===== src/rtl/mem_arb_pkg.sv =====
// mem_arb_pkg: shared FSM states and grant encodings for the memory port arbiter
package mem_arb_pkg;
  typedef enum logic [1:0] {IDLE, BUS, DONE} state_t;
  localparam logic [1:0] GNT_NONE = 2'b00;
  localparam logic [1:0] GNT_I = 2'b01;
  localparam logic [1:0] GNT_D = 2'b10;
endpackage


===== src/rtl/mem_port_arbiter.sv =====
// mem_port_arbiter: shares one memory port between fetch and load/store with a starvation guard and timeout
module mem_port_arbiter
  import mem_arb_pkg::*;
#(
  parameter int ADDR_W = 32,
  parameter int DATA_W = 32,
  parameter int STARVE_MAX = 4,
  parameter int TIMEOUT = 16
) (
  input  logic                clk,
  input  logic                rst,
  input  logic                i_req,
  input  logic [ADDR_W-1:0]   i_addr,
  output logic [DATA_W-1:0]   i_rdata,
  output logic                i_ack,
  output logic                i_err,
  input  logic                d_req,
  input  logic                d_we,
  input  logic [DATA_W/8-1:0] d_be,
  input  logic [ADDR_W-1:0]   d_addr,
  input  logic [DATA_W-1:0]   d_wdata,
  output logic [DATA_W-1:0]   d_rdata,
  output logic                d_ack,
  output logic                d_err,
  output logic                mem_en,
  output logic                mem_we,
  output logic [DATA_W/8-1:0] mem_be,
  output logic [ADDR_W-1:0]   mem_addr,
  output logic [DATA_W-1:0]   mem_wdata,
  input  logic [DATA_W-1:0]   mem_rdata,
  input  logic                mem_ready,
  output logic [1:0]          grant
);
  localparam int CW = $clog2(TIMEOUT + 1);
  localparam int SW = $clog2(STARVE_MAX + 1);
  state_t state, state_nxt;
  logic [CW-1:0] cnt;
  logic [SW-1:0] starve;
  logic gnt_d, gnt_i, done_ok, done_to, fin;
  always_comb begin
    gnt_d = state == IDLE && d_req && (!i_req || starve < SW'(STARVE_MAX));
    gnt_i = state == IDLE && i_req && !gnt_d;
    done_ok = state == BUS && mem_ready;
    done_to = state == BUS && !mem_ready && cnt == CW'(TIMEOUT);
    fin = done_ok || done_to;
    state_nxt = (gnt_d || gnt_i) ? BUS : fin ? DONE : state == DONE ? IDLE : state;
  end
  // mem_en decoded from state so an asynchronous reset drops it without a clock edge
  assign mem_en = state == BUS;
  always_ff @(posedge clk or posedge rst)
    if (rst) state <= IDLE;
    else state <= state_nxt;
  always_ff @(posedge clk or posedge rst) begin
    if (rst) begin
      cnt <= '0;
      starve <= '0;
      grant <= GNT_NONE;
      mem_we <= 1'b0;
      mem_be <= '0;
      mem_addr <= '0;
      mem_wdata <= '0;
      i_rdata <= '0;
      d_rdata <= '0;
      i_ack <= 1'b0;
      d_ack <= 1'b0;
      i_err <= 1'b0;
      d_err <= 1'b0;
    end else begin
      if (gnt_d || gnt_i) begin
        mem_we <= gnt_d && d_we;
        mem_be <= gnt_d ? d_be : '1;
        mem_addr <= gnt_d ? d_addr : i_addr;
        mem_wdata <= gnt_d ? d_wdata : '0;
        grant <= gnt_d ? GNT_D : GNT_I;
        cnt <= CW'(1);
      end
      if (gnt_d) starve <= !i_req ? '0 : starve == SW'(STARVE_MAX) ? starve : starve + SW'(1);
      if (gnt_i) starve <= '0;
      if (state == BUS && !fin) cnt <= cnt + CW'(1);
      i_ack <= fin && grant == GNT_I;
      d_ack <= fin && grant == GNT_D;
      i_err <= done_to && grant == GNT_I;
      d_err <= done_to && grant == GNT_D;
      if (fin && grant == GNT_I) i_rdata <= done_ok ? mem_rdata : '0;
      if (fin && grant == GNT_D) d_rdata <= done_ok ? mem_rdata : '0;
      if (state == DONE) grant <= GNT_NONE;
    end
  end
endmodule


===== config.mk =====
export PLATFORM = sky130hd
export DESIGN_NAME = mem_port_arbiter
export DESIGN_NICKNAME = d
export VERILOG_FILES = /design/src/rtl/mem_arb_pkg.sv /design/src/rtl/mem_port_arbiter.sv
export SDC_FILE = /design/constraint.sdc
export NUM_CORES = 1
export LEC_CHECK = 0
export ABC_CLOCK_PERIOD_IN_PS = 4700
export BUFFER_PORTS_ARGS = -buffer_cell sky130_fd_sc_hd__buf_2
export CORE_MARGIN = 5
export CORE_UTILIZATION = 43
export DETAILED_ROUTE_END_ITERATION = 7
export PLACE_DENSITY_LB_ADDON = 0.05
export SYNTH_ARGS = -nofsm -noshare
export SYNTH_HDL_FRONTEND = slang
export SYNTH_SLANG_ARGS = --single-unit

===== constraint.sdc =====
create_clock -name clk -period 4.7 [get_ports clk]
set_input_delay 0.705 -clock clk [delete_from_list [all_inputs] [get_ports clk]]
set_output_delay 0.705 -clock clk [all_outputs]
set_load 0.005 [all_outputs]

# == Word-level counts from Yosys, hierarchy flattened ==
# Cells that the tools add are included.
# totals
out_inout_bits,140
inputBits,138
elab_cells,66
reg_bits,149
# classes
n_eq_ne,7
magnitude_cmp,1
reduce_logical,26
muxes,16
addsub,2
# ops
cell,count
two-way mux 32 bit,3
logical AND 1 bit,13
two-way mux 2 bit,6
two-way mux 3 bit,4
two-way mux 5 bit,2
nonzero test 2 bit,3
"adder 5 x 1 -> 5 bit, second input constant",1
"== test 5 bit, second input constant",1
"== test 2 x 1 -> 1 bit, second input constant",2
"== test 2 bit, second input constant",2
logical NOT 1 bit,4
two-way mux 4 bit,1
"adder 3 x 1 -> 3 bit, second input constant",1
"== test 3 bit, second input constant",1
logical OR 1 bit,3
"< comparator 3 bit, second input constant",1
"inequality test 3 bit, second input constant",1
nonzero test 3 bit,1
logical NOT 2 bit,1
AND reduction 2 bit,1

# == Depth between registers and ports, before layout ==
# depth
depth_word,8
ltp_mapped,6
depth_no_buf,5

# == Worst setup path after synthesis ==
# Ideal clock, no wire load.
# synth_timing
kind,in2reg
from,in i_req
to,reg mem_wdata[10]
path_buffers,3
setup_ns,0.121
slack_ns,2.989
cell_stages,6
t_arrival_ns,1.590
required_ns,4.579
cell_sequence,buf_2 nand2_1 and3_1 buf_2 buf_2 a22o_1
# synth_between
elab_chain_cells,6
elab_cells_between_ends,8
cone_classes,1 x mux; 7 x reduce/logical
# synth_rtl
element,line_no,source
from (decl),mem_port_arbiter.sv:12,"input logic i_req,"
logical NOT 1 bit,-,
logical OR 1 bit,mem_port_arbiter.sv:41,gnt_d = state == IDLE && d_req && (!i_req || starve < SW'(STARVE_MAX));
logical AND 1 bit,mem_port_arbiter.sv:41,
logical NOT 1 bit,mem_port_arbiter.sv:42,gnt_i = state == IDLE && i_req && !gnt_d;
logical AND 1 bit,mem_port_arbiter.sv:42,
logical OR 1 bit,mem_port_arbiter.sv:69,if (gnt_d || gnt_i) begin
to (signal assigned),mem_port_arbiter.sv:73,mem_wdata <= gnt_d ? d_wdata : '0;
to (decl),mem_port_arbiter.sv:29,"output logic [DATA_W-1:0] mem_wdata,"
# Several ways; a longest one is shown, not always the timed one.
# A chain may end at the register's enable or synchronous reset.

# == Final worst setup path ==
# layout_timing
from,reg state[1]
to,reg mem_addr[4]
# layout_between
elab_chain_cells,6
elab_cells_between_ends,8
cone_classes,1 x mux; 7 x reduce/logical
# layout_rtl
element,line_no,source
from (decl),mem_port_arbiter.sv:36,"state_t state, state_nxt;"
from (signal assigned),mem_port_arbiter.sv:52,else state <= state_nxt;
logical NOT 2 bit (*),"mem_port_arbiter.sv:41, mem_port_arbiter.sv:42",
logical AND 1 bit (2 in a row),mem_port_arbiter.sv:41,
logical NOT 1 bit,mem_port_arbiter.sv:42,
logical AND 1 bit,mem_port_arbiter.sv:42,
logical OR 1 bit,mem_port_arbiter.sv:69,
to (signal assigned),mem_port_arbiter.sv:72,mem_addr <= gnt_d ? d_addr : i_addr;
to (decl),mem_port_arbiter.sv:28,"output logic [ADDR_W-1:0] mem_addr,"
# Every way passes the cells marked *; elsewhere a longest branch is shown, timed or not.

==> results.sh <==
export IMPL_status="finished clean"
export IMPL_cts_resized=0
export IMPL_finalCritPeriodShare_pct=55.7
export IMPL_n_antenna_cell=0
export IMPL_cts_buffer_depth=2
export IMPL_clock_sinks=149
export IMPL_synth_area_per_cell_um2=12.4
export IMPL_routedWlPerCell_um=19.0
export IMPL_rows=43
export IMPL_hold_class="in -> async"
export IMPL_ff_latch_area_um2=3730
export IMPL_drcViolationCount=0
export IMPL_crit_path_end_kind="register"
export IMPL_cts_tree="built"
export IMPL_syn_area_um2=6150
export IMPL_fin_nets=894
export IMPL_cap_violations=0
export IMPL_synth_area_leaders="dfrtp_1 61%, a22o_1 14%, o2111ai_1 4.6%"
export IMPL_use_met1_pct=27.6
export IMPL_worstPathMaxFanout=37
export IMPL_min_period_ns=2.62
export IMPL_drt_iter0_markers=276
export IMPL_ys_warn_count=0
export IMPL_syn_to_final_growth_pct=32.8
export IMPL_grt_overflow=0
export IMPL_required_ns=5.01
export IMPL_totalWireLength_mm=17.9
export IMPL_syn_instance_count=495
export IMPL_multi_input_area_um2=1990
export IMPL_finalClockSkew_ns=0.00626
export IMPL_grt_pass1_vias=5428
export IMPL_worstPathArrival_ns=2.93
export IMPL_post_route_cells_drive_above_1_share_pct=43.1
export IMPL_gp_congestion=0.828
export IMPL_die_w_um=130
export IMPL_p_leak_nw=4.18
export IMPL_die_area_um2=16800
export IMPL_layout_common_cells="277 x buf_2, 149 x dfrtp_1, 99 x a22o_1"
export IMPL_die_h_um=130
export IMPL_grt_busiest_layer="met2"
export IMPL_htreeDepth=4
export IMPL_synth_cell_type_count=41
export IMPL_fin_tns_setup_ns=0
export IMPL_use_met2_pct=33.5
export IMPL_dp_slack_ns=2.08
export IMPL_final_common_cell="buf_2"
export IMPL_yosys_area_top_type_share_pct=60.6
export IMPL_grt_use_met3_pct=5.48
export IMPL_n_fill_cell=1198
export IMPL_rsz0062_at_grt="false"
export IMPL_synth_top_family_by_area="compound AO/OA/AOI/OAI gates"
export IMPL_synth_compound_gate_area_share_pct=27.8
export IMPL_numCtsBuffers=17
export IMPL_postSynth_asyncResetShare_pct=100
export IMPL_crit_type="reg -> reg"
export IMPL_fin_util_pct=58.6
export IMPL_synth_top_cell_by_area="dfrtp_1"
export IMPL_clkTransAtPathRegs_ns=0.06
export IMPL_synthFlopType="dfrtp_1"
export IMPL_max_freq_mhz=382
export IMPL_start_kind="register"
export IMPL_yosys_area_share_xor_xnor_pct=0.142
export IMPL_syn_nets=637
export IMPL_setup_viol_count_final=0
export IMPL_slew_limit_headroom_pct=20.8
export IMPL_core_um2=13900
export IMPL_ios=278
export IMPL_synth_fa_ha_area_share_pct=0.813
export IMPL_dp_hpwl_mm=12.6
export IMPL_drt_first_pass_iters=4
export IMPL_holdBufCountCts=0
export IMPL_ir_drop_uv=273
export IMPL_start_util_pct=44.2
export IMPL_grt_usage_pct=21.2
export IMPL_io_buffers=277
export IMPL_vias=5207
export IMPL_cts_setup_buffers=0
export IMPL_drv_slew=0
export IMPL_clock_latency_ns=0.42
export IMPL_grt_max_degree=72
export IMPL_synth_simple_area_share_pct=3.25
export IMPL_synth_edf_count=0
export IMPL_muxShareOfSynthArea_pct=0.366
export IMPL_ant_nets=0
export IMPL_hold_violations=0
export IMPL_via_per_inst=5.51
export IMPL_grt_pass1_wl_mm=28.0
export IMPL_powerDensity_nw_per_um2=650
export IMPL_ys_ff_latch=149
export IMPL_cts_root_buffer="clkbuf_16"
export IMPL_ys_seq_area_share_pct=60.6
export IMPL_tightest_slew_ns=1.19
export IMPL_layout_setup_ws_ns=2.08
export IMPL_grt_antenna_before_repair=1
==> worst paths after layout <==
check,to,slack [ns],from,depth (start not counted)
max,mem_addr[4],2.08,state[1],3
min reg2reg,d_rdata[14],0.50,d_rdata[14],1
min in group clk,d_rdata[14],0.50,d_rdata[14],1
max in group asynchronous,d_rdata[25],3.16,rst,3
max reg2reg,mem_addr[4],2.08,state[1],3
min,mem_addr[25],0.32,rst,2
==> metrics by stage <==
stage                     instances  hold WS (ns)  area (µm²)  power (mW)
after floorplan                 495         0.477        6160        3.16
after global placement          913         0.483        7570        3.94
after detailed placement        913         0.485        7570        4.00
after CTS                       945         0.319        8170        5.37
after global routing            945         0.358        8170        5.65
final                           945         0.319        8170        5.31
==> sequential cells by signal (all words and copies together) (netlist names) <==
name	cells
state	2
grant	2
i_rdata	32
mem_we	1
mem_addr	32
mem_be	4
i_err	1
mem_wdata	32
d_ack	1
starve	3
d_rdata	32
d_err	1
i_ack	1
cnt	5
==> worst max-delay path, stage by stage, from the launching register on <==
cell and delay (ns):
dfrtp_1 0.49, nor2_4 0.68, nand3_2 0.85, o211ai_1 0.48
==> report_power, final <==
| group | switching, mW | internal, mW |
|---|---|---|
| registers | 0.328 | 1.83 |
| clock network | 0.525 | 0.822 |
| logic | 0.888 | 0.914 |
==> metal layers <==
metal	vias to the layer above	share of wire [%]
li1	2395	-
met1	2571	42
met2	209	48
met3	30	7.4
met4	2	2.7
met5	-	0.061
==> synth_stat cells, drive strengths merged (2+ instances only) <==
cell,instances
a22o,99
and2,2
and3,2
and4bb,3
buf,27
clkbuf,21
dfrtp,149
ha,4
inv,46
mux2,2
nand2,4
nand3,4
nor2,5
nor3b,2
o2111ai,32
o211ai,34
o21ai,40
o221ai,2
o22a,4
o31ai,2
==> cells by family (layout without fill, tap and decap cells) <==
logic type               Yosys count  after routing
AO/OA/AOI/OAI                    217            217
flip-flops                       149            149
buffers and inverters             94            364
AND/OR/NAND/NOR                   28             28
adder cells (fa/ha/maj)            4              4
multiplexers                       2              2
XOR/XNOR                           1              1
==> cell type report <==
type / instances / share of cell area (%)
flip-flops and latches: 149 / 45.6
multi-input cells: 252 / 24.4
repair buffers: 286 / 17.8
clock buffers: 21 / 5.76
well taps: 180 / 2.76
inverters: 46 / 2.16
clock inverters: 11 / 1.55
No activity file was read; power rests on OpenSTA's default activity.
